`src/rtl/i2s_pkg.sv`:
```
// Shared constants and encodings for the I2S receive path.
package i2s_pkg;

  localparam int unsigned SAMPLE_WIDTH_DEF = 24;
  localparam int unsigned BCLK_DIV         = 32;
  localparam int unsigned LRCLK_DIV        = 1536;

  localparam logic CH_LEFT  = 1'b0;
  localparam logic CH_RIGHT = 1'b1;

  typedef enum logic {
    ST_SYNC = 1'b0,
    ST_RUN  = 1'b1
  } cap_state_e;

endpackage

```
`src/rtl/i2s_sample_fifo.sv`:
```
// Stereo frame FIFO built as a shift queue so the head is always entry 0 and
// comes straight from a register; keeps the sticky overflow flag for drops.
module i2s_sample_fifo #(
  parameter int unsigned WIDTH = 48,
  parameter int unsigned DEPTH = 4
) (
  input  logic             clk,
  input  logic             rst,
  input  logic             push_i,
  input  logic [WIDTH-1:0] push_data_i,
  input  logic             pop_i,
  input  logic             ovf_clr_i,
  output logic [WIDTH-1:0] head_o,
  output logic             valid_o,
  output logic             overflow_o
);

  localparam int unsigned CNT_W = $clog2(DEPTH + 1);

  logic [WIDTH-1:0] mem_q [DEPTH];
  logic [WIDTH-1:0] mem_d [DEPTH];
  logic [CNT_W-1:0] count_q, count_d;
  logic             valid_q, valid_d;
  logic             ovf_q, ovf_d;
  logic             pop, push_ok, drop;
  logic [CNT_W-1:0] wr_idx;

  always_comb begin
    pop     = pop_i && (count_q != '0);
    push_ok = push_i && ((count_q != CNT_W'(DEPTH)) || pop);
    drop    = push_i && !push_ok;
    wr_idx  = count_q - CNT_W'(pop);
    for (int i = 0; i < int'(DEPTH); i++) mem_d[i] = mem_q[i];
    if (pop) begin
      for (int i = 0; i < int'(DEPTH) - 1; i++) mem_d[i] = mem_q[i+1];
      mem_d[DEPTH-1] = '0;
    end
    if (push_ok) begin
      for (int i = 0; i < int'(DEPTH); i++) begin
        if (CNT_W'(i) == wr_idx) mem_d[i] = push_data_i;
      end
    end
    count_d = count_q + CNT_W'(push_ok) - CNT_W'(pop);
    valid_d = (count_d != '0);
    // A drop in the same cycle as a clear keeps the flag set.
    ovf_d   = drop ? 1'b1 : (ovf_clr_i ? 1'b0 : ovf_q);
  end

  always_ff @(posedge clk or posedge rst) begin
    if (rst) begin
      for (int i = 0; i < int'(DEPTH); i++) mem_q[i] <= '0;
      count_q <= '0;
      valid_q <= 1'b0;
      ovf_q   <= 1'b0;
    end else begin
      mem_q   <= mem_d;
      count_q <= count_d;
      valid_q <= valid_d;
      ovf_q   <= ovf_d;
    end
  end

  assign head_o     = mem_q[0];
  assign valid_o    = valid_q;
  assign overflow_o = ovf_q;

endmodule

```
`src/rtl/i2s_adc_capture.sv`:
```
// I2S ADC receiver: synchronises bclk/lrclk/adcdat, assembles left/right words
// into stereo frames and queues them on a valid/ready stream.
module i2s_adc_capture
  import i2s_pkg::*;
#(
  parameter int unsigned SAMPLE_WIDTH = SAMPLE_WIDTH_DEF,
  parameter int unsigned DATA_DELAY   = 1,
  parameter int unsigned FIFO_DEPTH   = 4
) (
  input  logic                    clk,
  input  logic                    rst,
  input  logic                    i2s_bclk,
  input  logic                    i2s_lrclk,
  input  logic                    i2s_adcdat,
  output logic [SAMPLE_WIDTH-1:0] sample_left,
  output logic [SAMPLE_WIDTH-1:0] sample_right,
  output logic                    sample_valid,
  input  logic                    sample_ready,
  output logic                    overflow,
  input  logic                    overflow_clr
);

  localparam int unsigned IDX_W   = $clog2(SAMPLE_WIDTH + DATA_DELAY + 1);
  localparam int unsigned REL_W   = IDX_W + 1;
  localparam int unsigned FRAME_W = 2 * SAMPLE_WIDTH;
  localparam logic [REL_W-1:0] DD_X = REL_W'(DATA_DELAY);
  localparam logic [REL_W-1:0] SW_X = REL_W'(SAMPLE_WIDTH);
  localparam logic DLY_ZERO = (DATA_DELAY == 0);

  logic bclk_meta_q, bclk_sync_q, bclk_prev_q;
  logic lr_meta_q, lr_sync_q;
  logic dat_meta_q, dat_sync_q;

  cap_state_e             state_q, state_d;
  logic [SAMPLE_WIDTH-1:0] shift_q, shift_d;
  logic [IDX_W-1:0]        idx_q, idx_d;
  logic                    ch_q, ch_d;
  logic                    lr_prev_q, lr_prev_d;
  logic                    cmt_valid_q, cmt_valid_d;
  logic                    cmt_ch_q, cmt_ch_d;
  logic [SAMPLE_WIDTH-1:0] cmt_word_q, cmt_word_d;
  logic [SAMPLE_WIDTH-1:0] left_hold_q, left_hold_d;
  logic                    left_ok_q, left_ok_d;
  logic                    push_q, push_d;
  logic [FRAME_W-1:0]      push_data_q, push_data_d;

  logic                    rise, lr_edge, take_bit, full_a;
  logic [SAMPLE_WIDTH-1:0] shift_a;
  logic [IDX_W-1:0]        idx_a;
  logic [REL_W-1:0]        rel_q, rel_a, bits_a, pad_sh;
  logic [FRAME_W-1:0]      head;

  // Two-flop synchronisers plus the previous synced bclk for rise detection.
  always_ff @(posedge clk or posedge rst) begin
    if (rst) begin
      bclk_meta_q <= 1'b0;
      bclk_sync_q <= 1'b0;
      bclk_prev_q <= 1'b0;
      lr_meta_q   <= 1'b0;
      lr_sync_q   <= 1'b0;
      dat_meta_q  <= 1'b0;
      dat_sync_q  <= 1'b0;
    end else begin
      bclk_meta_q <= i2s_bclk;
      bclk_sync_q <= bclk_meta_q;
      bclk_prev_q <= bclk_sync_q;
      lr_meta_q   <= i2s_lrclk;
      lr_sync_q   <= lr_meta_q;
      dat_meta_q  <= i2s_adcdat;
      dat_sync_q  <= dat_meta_q;
    end
  end

  assign rise    = bclk_sync_q && !bclk_prev_q;
  assign lr_edge = rise && (lr_sync_q != lr_prev_q);

  always_comb begin
    state_d     = state_q;
    shift_d     = shift_q;
    idx_d       = idx_q;
    ch_d        = ch_q;
    lr_prev_d   = lr_prev_q;
    cmt_valid_d = 1'b0;
    cmt_ch_d    = cmt_ch_q;
    cmt_word_d  = cmt_word_q;
    left_hold_d = left_hold_q;
    left_ok_d   = left_ok_q;
    push_d      = 1'b0;
    push_data_d = push_data_q;

    // In left-justified mode the edge rise carries the new MSB, so the old
    // word must not take it; otherwise it is the old word's trailing bit.
    rel_q    = {1'b0, idx_q} - DD_X;
    take_bit = rise && (state_q == ST_RUN) && (rel_q < SW_X) && (!lr_edge || !DLY_ZERO);
    shift_a  = take_bit ? {shift_q[SAMPLE_WIDTH-2:0], dat_sync_q} : shift_q;
    idx_a    = take_bit ? idx_q + IDX_W'(1) : idx_q;
    rel_a    = {1'b0, idx_a} - DD_X;
    bits_a   = rel_a[IDX_W] ? '0 : rel_a;
    full_a   = (bits_a == SW_X);
    pad_sh   = SW_X - bits_a;

    if (rise) begin
      lr_prev_d = lr_sync_q;
      if (state_q == ST_RUN) begin
        shift_d = shift_a;
        idx_d   = idx_a;
        if ((take_bit && full_a) || (lr_edge && !full_a)) begin
          cmt_valid_d = 1'b1;
          cmt_ch_d    = ch_q;
          cmt_word_d  = shift_a << pad_sh;
        end
      end
      if (lr_edge && (state_q == ST_RUN || lr_sync_q == CH_LEFT)) begin
        state_d = ST_RUN;
        ch_d    = lr_sync_q;
        idx_d   = IDX_W'(1);
        shift_d = DLY_ZERO ? SAMPLE_WIDTH'(dat_sync_q) : '0;
      end
    end

    // Pair a committed right word with the held left word.
    if (cmt_valid_q) begin
      if (cmt_ch_q == CH_LEFT) begin
        left_hold_d = cmt_word_q;
        left_ok_d   = 1'b1;
      end else if (left_ok_q) begin
        push_d      = 1'b1;
        push_data_d = {left_hold_q, cmt_word_q};
        left_ok_d   = 1'b0;
      end
    end
  end

  always_ff @(posedge clk or posedge rst) begin
    if (rst) begin
      state_q     <= ST_SYNC;
      shift_q     <= '0;
      idx_q       <= '0;
      ch_q        <= CH_LEFT;
      lr_prev_q   <= 1'b0;
      cmt_valid_q <= 1'b0;
      cmt_ch_q    <= CH_LEFT;
      cmt_word_q  <= '0;
      left_hold_q <= '0;
      left_ok_q   <= 1'b0;
      push_q      <= 1'b0;
      push_data_q <= '0;
    end else begin
      state_q     <= state_d;
      shift_q     <= shift_d;
      idx_q       <= idx_d;
      ch_q        <= ch_d;
      lr_prev_q   <= lr_prev_d;
      cmt_valid_q <= cmt_valid_d;
      cmt_ch_q    <= cmt_ch_d;
      cmt_word_q  <= cmt_word_d;
      left_hold_q <= left_hold_d;
      left_ok_q   <= left_ok_d;
      push_q      <= push_d;
      push_data_q <= push_data_d;
    end
  end

  i2s_sample_fifo #(
    .WIDTH (FRAME_W),
    .DEPTH (FIFO_DEPTH)
  ) u_fifo (
    .clk         (clk),
    .rst         (rst),
    .push_i      (push_q),
    .push_data_i (push_data_q),
    .pop_i       (sample_ready),
    .ovf_clr_i   (overflow_clr),
    .head_o      (head),
    .valid_o     (sample_valid),
    .overflow_o  (overflow)
  );

  assign sample_left  = head[FRAME_W-1:SAMPLE_WIDTH];
  assign sample_right = head[SAMPLE_WIDTH-1:0];

endmodule

```
`config.mk`:
```
export PLATFORM = sky130hd
export DESIGN_NAME = i2s_adc_capture
export DESIGN_NICKNAME = d
export VERILOG_FILES = /design/src/rtl/i2s_pkg.sv /design/src/rtl/i2s_sample_fifo.sv /design/src/rtl/i2s_adc_capture.sv
export SDC_FILE = /design/constraint.sdc
export NUM_CORES = 1
export LEC_CHECK = 0
export CELL_PAD_IN_SITES_DETAIL_PLACEMENT = 2
export CELL_PAD_IN_SITES_GLOBAL_PLACEMENT = 2
export CORE_ASPECT_RATIO = 1.5
export CORE_MARGIN = 5
export CORE_UTILIZATION = 36
export DETAILED_ROUTE_END_ITERATION = 8
export PLACE_DENSITY = 0.86
export SKIP_CTS_REPAIR_TIMING = 1
export SYNTH_ARGS = -nofsm -noshare
export SYNTH_HDL_FRONTEND = slang
export SYNTH_SLANG_ARGS = --single-unit
```
`constraint.sdc`:
```
create_clock -name clk -period 11.43 [get_ports clk]
set_input_delay 2.286 -clock clk [delete_from_list [all_inputs] [get_ports clk]]
set_output_delay 2.286 -clock clk [all_outputs]
set_load 0.005 [all_outputs]
```
Yosys cells after proc, flatten, opt, wreduce, memory -nomap -nowiden:

Index checks and enable logic that the tools add are counted.

* flip-flop bits (word level): 336
* logic and storage cells: 91
* bits of input ports: 7
* output and inout bits: 50

* bitwise gates (word level): 2
* eq/ne operators: 6
* muxes and demuxes: 22
* order comparisons: 1
* shift operators: 1
* reduce and logical (&&, ||, !) cells: 26
* $add $sub $neg: 7

Operators by type and width (count)
* 192-bit 2-to-1 mux: 2
* 48-bit 2-to-1 mux: 4
* 24-bit 2-to-1 mux: 3
* 24-bit by 6-bit left shift with 24-bit output: 1
* 5-bit 2-to-1 mux: 4
* 5-bit by 1-bit subtractor with 6-bit output, second input constant: 2
* 1-bit logical AND: 10
* 1-bit 2-to-1 mux: 9
* 2-bit by 3-bit == test with 1-bit output, first input constant: 2
* 6-bit by 5-bit < comparator with 1-bit output, second input constant: 1
* 2-bit AND reduction: 3
* 3-bit AND reduction: 2
* 3-bit nonzero test: 2
* 3-bit by 1-bit subtractor with 3-bit output: 2
* 5-bit by 5-bit subtractor with 6-bit output, first input constant: 1
* 5-bit by 1-bit adder with 5-bit output, second input constant: 1
* 5-bit == test, second input constant: 1
* 2-bit nonzero test: 2
* 3-bit by 1-bit adder with 3-bit output: 1
* 1-bit by 3-bit == test with 1-bit output, first input constant: 1
* 1-bit zero test: 3
* 3-bit zero test: 1
* 1-bit logical OR: 3
* 3-bit inequality test, second input constant: 1
* 2 further kinds: 3

Logic depth before layout (Yosys ltp):

* word-level depth: 14
* gate-level depth with buffers: 22
* depth with buffers taken out: 16

Hierarchy:

A second synthesis with hierarchy kept.

* cell total of the unflattened synthesis: 1392
* area, all modules: 16953.8 um^2

By module, submodules not included
* i2s_sample_fifo: seq. area each 4929.7 um^2, cells each 747, area an instance 9540.4 um^2, times used 1
* i2s_adc_capture: seq. area each 3478.3 um^2, cells each 645, area an instance 7413.4 um^2, times used 1

Worst setup path before layout:

Ideal clock, no wire load.

* path type: in2reg
* from: input sample_ready
* to: register u_fifo.mem_q[46] (netlist bit)
* cell stages on the path: 14
* library setup time: 83 ps
* path buffers: 5
* data required time: 11347 ps
* slack: 6709 ps
* data arrival time: 4639 ps
* path through: o31ai_1 > clkbuf_1 > inv_2 > clkbuf_1 > ha_1 > ha_1 > xnor2_1 > and2_1 > and3_1 > clkbuf_1 > clkbuf_1 > clkbuf_1 > nand2_1 > o21ai_0

RTL lines
* start: declaration: line i2s_adc_capture.sv:18 `input logic sample_ready,`
* end signal: assignment: line i2s_sample_fifo.sv:56 `mem_q <= mem_d;`
* end: declaration: line i2s_sample_fifo.sv:20 `logic [WIDTH-1:0] mem_q [DEPTH];`

==> results.tsv <==
metric	value	unit
status	finished, final reports clean	
CTS tree	built	
final clock period utilization by the worst path	0.5416	
die height	268.6	microns
FP Rows	94	
maximum vdd ir drop	111.6	uV
Worst Tran Pin Value	1340	ps
cells after synthesis	1631	
Max Slew Vio Count	0	
initial antenna violation count	0	
Final Setup Violations	0	
DR iter-0 viols	609	
Routed Antenna Nets	0	
worst stage delay on the critical path	830	ps
Synth Warn #	0	
EDFF count, synth	0	
CP Cell Sequence	clkdlybuf4s50_1 > o31ai_4 > buf_4 > inv_4 > ha_1 > ha_1 > xnor2_1 > and2_1 > nand3_4 > nor2_1 > a31oi_1	
pwr/cell area	177.0	nW/um^2
IO Pins	57	
post-layout min period	6191	ps
Routed wire per std cell	23.41	microns
Vias/cell	5.628	
Cell Area, Placed	16700	sq um
Overall Global Routing Usage	0.2075	
post-synth top area share	0.5240	
Crit path buffers/inverters	3	
synthesis-stage register bit count	336	
Leakage Power	8.294	nW
die width	182.4	microns
global route total overflow	0	
CTS H-Tree Depth	2	
layout cell share with drive strength beyond 1	0.1139	
HPWL Detailed	31.88	mm
largest net degree at the start of global routing	97	
Arrival @ worst endpoint	6530	ps
RSZ-0062 raised after global routing	false	
setup_tns	0	ps
via count	12290	
Sink Count	336	
Min-Delay Path Class	reg2reg	
Synth area leader	dfrtp_1	
critical-path cell with the highest stage delay	nand3_4	
Startpoint Class	input port	
CP most frequent cell	ha_1	
DRC	0	
mapped cell area	16050	sq um
post-synthesis sequential area ratio	0.5240	
critical path endpoint category	flip-flop	
Async SR Flop Fraction	1.000	
first drt pass iteration count	5	
Synth cell types	74	
Ant. Diodes	0	
vias in the first global route	14080	
clock tree root driver cell	clkbuf_16	
Max Clk Rate	161.5	MHz
peak fanout along the critical path	96	
nets	1598	
clock-pin slew on the worst setup and hold paths	70	ps
synth top area cells	dfrtp_1, nand2_1, mux2i_1, mux2_2, a31oi_1	
Hold Fails Final Rpt	0	
drt total wl	51.10	mm
CTS Buf Count	34	
skew final	23.02	ps
GPL Wtd Cong	0.8204	
delay-heaviest family, CP	simple AND/OR/NAND/NOR gates	
CP Class	in2reg	
data required time of the worst path	11770	ps
Syn-to-layout area delta	11.20	%
Clk Latency, worst-skew pair	540	ps
maxcap violations	0	
CTS Buffer Depth	3	
most common flop cell mapped by yosys	dfrtp_1	
core area	43990	sq um
Final Cell Area	17840	sq um
post-synth net total	1647	
Mapped Avg Cell Area	9.838	sq um
Slew Limit Headroom	0.1064	
first-pass GRT wire length	82.04	mm
Die ar.	48980	sq um
IO buf count	56	
Initial Util	0.3648	
## stage by stage
| stage | cells | power, mW | setup WS [ps] | hold slack, ps | util |
|---|---|---|---|---|---|
| floorplan | 1631 | 1.814 | 4653 | 331.2 | - |
| global placement | 2122 | 1.958 | 5163 | 333.7 | 0.3797 |
| detailed placement | 2122 | 1.998 | 4827 | 336.4 | 0.3797 |
| CTS | 2183 | 3.178 | 5236 | 350.4 | 0.4056 |
| global route | 2183 | 3.287 | 4854 | 360.0 | 0.4056 |
| finish | 2183 | 3.159 | 5239 | 348.1 | 0.4056 |
## power by group
group / internal, mW / leakage [nW] / switching (mW)
clock: 0.665 / 0.564 / 0.501
sequential: 1.24 / 4.65 / 0.0646
combinational: 0.234 / 3.08 / 0.455
total: 2.14 / 8.29 / 1.02
## cells by family after synthesis
group / Yosys count / synth area share
buffers and inverters: 183 / 0.05615
AOI/OAI and AO/OA: 343 / 0.1411
muxes: 189 / 0.1248
and+or+nand+nor: 564 / 0.1417
xor gates and xnor gates: 7 / 0.004757
adders and majority gates: 9 / 0.007486
DFF: 336 / 0.5240
## Yosys cell counts (all sizes together), types with 15 or more instances
master	n
a21oi	18
a22o	33
a31oi	104
buf	78
clkbuf	82
dfrtp	336
inv	23
mux2	78
mux2i	110
nand2	381
nor2	119
nor3	15
o21ai	126
## per-layer routing
metal	GRT usage	wire (microns)	share of wire
met2	0.3947	27770	0.54
met5	0	0	0
met3	0.02551	1349	0.026
met1	0.2309	19520	0.38
met4	0.09194	2457	0.048
## path summary, 6_finish.rpt
check,start,endpoint,slack (ps),cells after the start
setup / recovery,sample_ready,u_fifo.mem_q[74]$_DFF_PP0_,5240,11
hold / removal,dat_meta_q$_DFF_PP0_,dat_sync_q$_DFF_PP0_,350,0
setup reg to reg,idx_q[0]$_DFFE_PP0P_,cmt_word_q[12]$_DFFE_PP0P_,5310,14
hold reg to reg,dat_meta_q$_DFF_PP0_,dat_sync_q$_DFF_PP0_,350,0
max in group asynchronous,rst,u_fifo.mem_q[61]$_DFF_PP0_,6800,4
min in group asynchronous,rst,u_fifo.head_o[28]$_DFF_PP0_,2220,2
## cell type report
| cell class | instances | area, sq um |
|---|---|---|
| fillers | 4613 | 26150 |
| flip-flops and latches | 336 | 8408 |
| multi-input cells | 1112 | 6779 |
| clock buffers | 51 | 1016 |
| well taps | 576 | 720.7 |
| repair buffers | 75 | 703.2 |
| clock inverters | 10 | 122.6 |
| inverters | 23 | 92.59 |
## sequential cells by signal, summed over array words and instances (netlist names), 3 cells and up
| register | flops |
|---|---|
| u_fifo.mem_q | 144 |
| push_data_q | 48 |
| u_fifo.head_o | 48 |
| cmt_word_q | 24 |
| left_hold_q | 24 |
| shift_q | 24 |
| idx_q | 5 |
| u_fifo.count_q | 3 |
## layout by cell type (no fill, tap or decap), types with 10 or more instances in the layout
master	n
clkbuf_16	35
clkdlybuf4s50_1	56
a31oi_1	101
a21oi_1	18
o21ai_0	116
nor3_1	12
a22o_1	32
nand2_1	381
nor2_1	118
nand3_1	10
inv_1	17
dfrtp_1	336
mux2_2	78
buf_4	19
mux2i_1	110
No activity file was read; power rests on OpenSTA's default activity.
==> patch (config.mk and constraints unchanged) <==
Take the reset off `shift_q`, `cmt_word_q`, `left_hold_q` and `push_data_q` and load them in a clocked block of their own.
--- a/src/rtl/i2s_adc_capture.sv
+++ b/src/rtl/i2s_adc_capture.sv
@@ -134,31 +134,30 @@
   always_ff @(posedge clk or posedge rst) begin
     if (rst) begin
       state_q     <= ST_SYNC;
-      shift_q     <= '0;
       idx_q       <= '0;
       ch_q        <= CH_LEFT;
       lr_prev_q   <= 1'b0;
       cmt_valid_q <= 1'b0;
       cmt_ch_q    <= CH_LEFT;
-      cmt_word_q  <= '0;
-      left_hold_q <= '0;
       left_ok_q   <= 1'b0;
       push_q      <= 1'b0;
-      push_data_q <= '0;
     end else begin
       state_q     <= state_d;
-      shift_q     <= shift_d;
       idx_q       <= idx_d;
       ch_q        <= ch_d;
       lr_prev_q   <= lr_prev_d;
       cmt_valid_q <= cmt_valid_d;
       cmt_ch_q    <= cmt_ch_d;
-      cmt_word_q  <= cmt_word_d;
-      left_hold_q <= left_hold_d;
       left_ok_q   <= left_ok_d;
       push_q      <= push_d;
-      push_data_q <= push_data_d;
     end
+  end
+
+  always_ff @(posedge clk) begin
+    shift_q     <= shift_d;
+    cmt_word_q  <= cmt_word_d;
+    left_hold_q <= left_hold_d;
+    push_data_q <= push_data_d;
   end
 
   i2s_sample_fifo #(
Formal check against the unedited RTL: same outputs for any inputs over 4 cycles, from zero or initial values and one cycle with rst high; that may be too few to reach the edited logic, so the function may still have changed.
==> patch against the original RTL <==
Wire length shrank 8.7%. Sequential cell count is the same. Total power rose by 24%. Cell area down 3.0%. Count of clock-buffer cells in the layout shrank 6. Register-to-register slack worse by 0.31 ns. Combinational power up 99%. Utilization decreased by 0.15 points. Area after synthesis down 3.1%. Critical path depth rose by 4. Sequential power grew 10%. Worst setup slack worse by 0.24 ns. Clock skew down 0.0025 ns. Critical path type is now flip-flop to flip-flop.
==> patch: results (changes against the original RTL) <==
status:
  status: "completed"  # unchanged
timing:
  skew_ns: 0.0205  # was 0.0230 ns
yosys:
  synth_edf_count: 120  # was 0
  synthArstFlopShare: 0.643  # was 1.00
  synth_nets: 1562  # was 1647
  yosysSeqAreaShare: 0.579  # was 0.524
  synth_area_leaders: "dfrtp_1 35%, edfxtp_1 23%, nand2_1 9.7%"  # was dfrtp_1 52%, nand2_1 8.9%, mux2i_1 6.9%
  synthDistinctLibCells: 76  # was 74
  ys_top_cells_by_count: "402 x nand2_1, 216 x dfrtp_1, 132 x nor2_1"  # was 381 x nand2_1, 336 x dfrtp_1, 118 x nor2_1
critical_path:
  cp-startpoint: "idx_q[0]$_DFFE_PP0P_"  # was sample_ready
  crit_path_max_fanout: 30  # was 96
  crit_slowest_cell: "mux2i_1"  # was nand3_4
  cpPeakStageDelay_ns: 0.90  # was 0.83 ns
grt:
  grt_use_met1: 0.202  # was 0.231
  grt_pass1_vias: 13200  # was 14100
  use_met2: 0.382  # was 0.395
pwr:
  power.leakage_nw: 6.79  # was 8.29 nW
  p_sw_frac: 0.377  # was 0.323
  ir_drop_uv: 98.6  # was 112 uV
detailed_routing:
  initialDrtViolationCount: 634  # was 609
  firstDrtPassIters: 4  # was 5
  vias_per_cell: 5.55  # was 5.63
  wirelength_mm: 46.6  # was 51.1 mm
clocking:
  cts_buffers: 35  # was 34
hold_path:
  min_from: "bclk_meta_q$_DFF_PP0_"  # was dat_meta_q$_DFF_PP0_
finish:
  nNetsFinal: 1520  # was 1598
placed_design:
  dpl_worst_slack_ns: 5.08  # was 4.83 ns
  hpwl_mm: 30.2  # was 31.9 mm
## patch: cell count changes after synthesis, moves of 12 or more
cell and change:
a21oi_1 +19, a22o_1 -32, dfrtp_1 -120, edfxtp_1 +120, mux2_2 -75, mux2i_1 -52, nand2_1 +21, nor2_1 +14
o21ai_1 +12, o22ai_1 +27, o32a_1 +19
## patch: logic make-up (layout without fill, tap and decap cells)
logic type,Yosys count,after routing,synth area share
AO/OA/AOI/OAI,372,372,0.155
XOR/XNOR,10,10,0.00612
adder cells (fa/ha/maj),9,9,0.00773
buffers and inverters,169,154,0.0558
flip-flops,336,336,0.579
multiplexers,66,66,0.0460
AND/OR/NAND/NOR,584,584,0.150
## patch: area by class of cell
type / instances / area, um2 / area share
tap: 570 / 713 / 0.0412
multi-input combinational: 1041 / 5720 / 0.330
clock inverter: 19 / 159 / 0.00918
timing repair buffer: 72 / 681 / 0.0393
clock buffer: 45 / 945 / 0.0546
sequential: 336 / 9010 / 0.521
inverter: 18 / 80.1 / 0.00463
## patch: stage by stage
stage | utilization | hold slack [ns] | area [um2] | std cells | power [mW]
after detailed placement | 0.378 | 0.339 | 16200 | 2037 | 2.80
after global routing | 0.404 | 0.356 | 17300 | 2101 | 4.12
final | 0.404 | 0.349 | 17300 | 2101 | 3.93
after floorplan | - | 0.331 | 15500 | 1546 | 2.44
after global placement | 0.378 | 0.336 | 16200 | 2037 | 2.70
after CTS | 0.404 | 0.353 | 17300 | 2101 | 3.95
## patch: final timing paths
path                            cells after the start  slack, ns                             to
worst max-delay path                               15       5.00   cmt_word_q[18]$_SDFFCE_PN0P_
worst min-delay path                                0       0.35          bclk_sync_q$_DFF_PP0_
worst max register to register                     15       5.00   cmt_word_q[18]$_SDFFCE_PN0P_
worst min register to register                      0       0.35          bclk_sync_q$_DFF_PP0_
max in group asynchronous                           3       7.39     u_fifo.mem_q[21]$_DFF_PP0_
min in group asynchronous                           2       2.38  u_fifo.overflow_o$_DFFE_PP0P_
## patch: per-layer routing
metal / up-vias / routed length [um]
li1: 5283 / -
met5: - / 0
met2: 183 / 26300
met1: 6108 / 17300
met3: 91 / 1030
met4: 0 / 1980
## patch: power by group through the flow
stage | Sequential, mW | Clock (mW) | Combinational [mW]
global route | 1.44 | 1.21 | 1.47
detailed placement | 1.45 | 0 | 1.35
finish | 1.43 | 1.13 | 1.37
global placement | 1.44 | 0 | 1.26
CTS | 1.43 | 1.16 | 1.36
floorplan | 1.41 | 0 | 1.03
## patch: critical path: cells and delay by family (launching register included)
family	cells	cell delay, ns
and+or+nand+nor	3	0.99
buffers and inverters	2	0.53
adders and majority gates	2	0.70
AOI/OAI and AO/OA	7	2.37
muxes	1	0.90
DFF	1	0.66
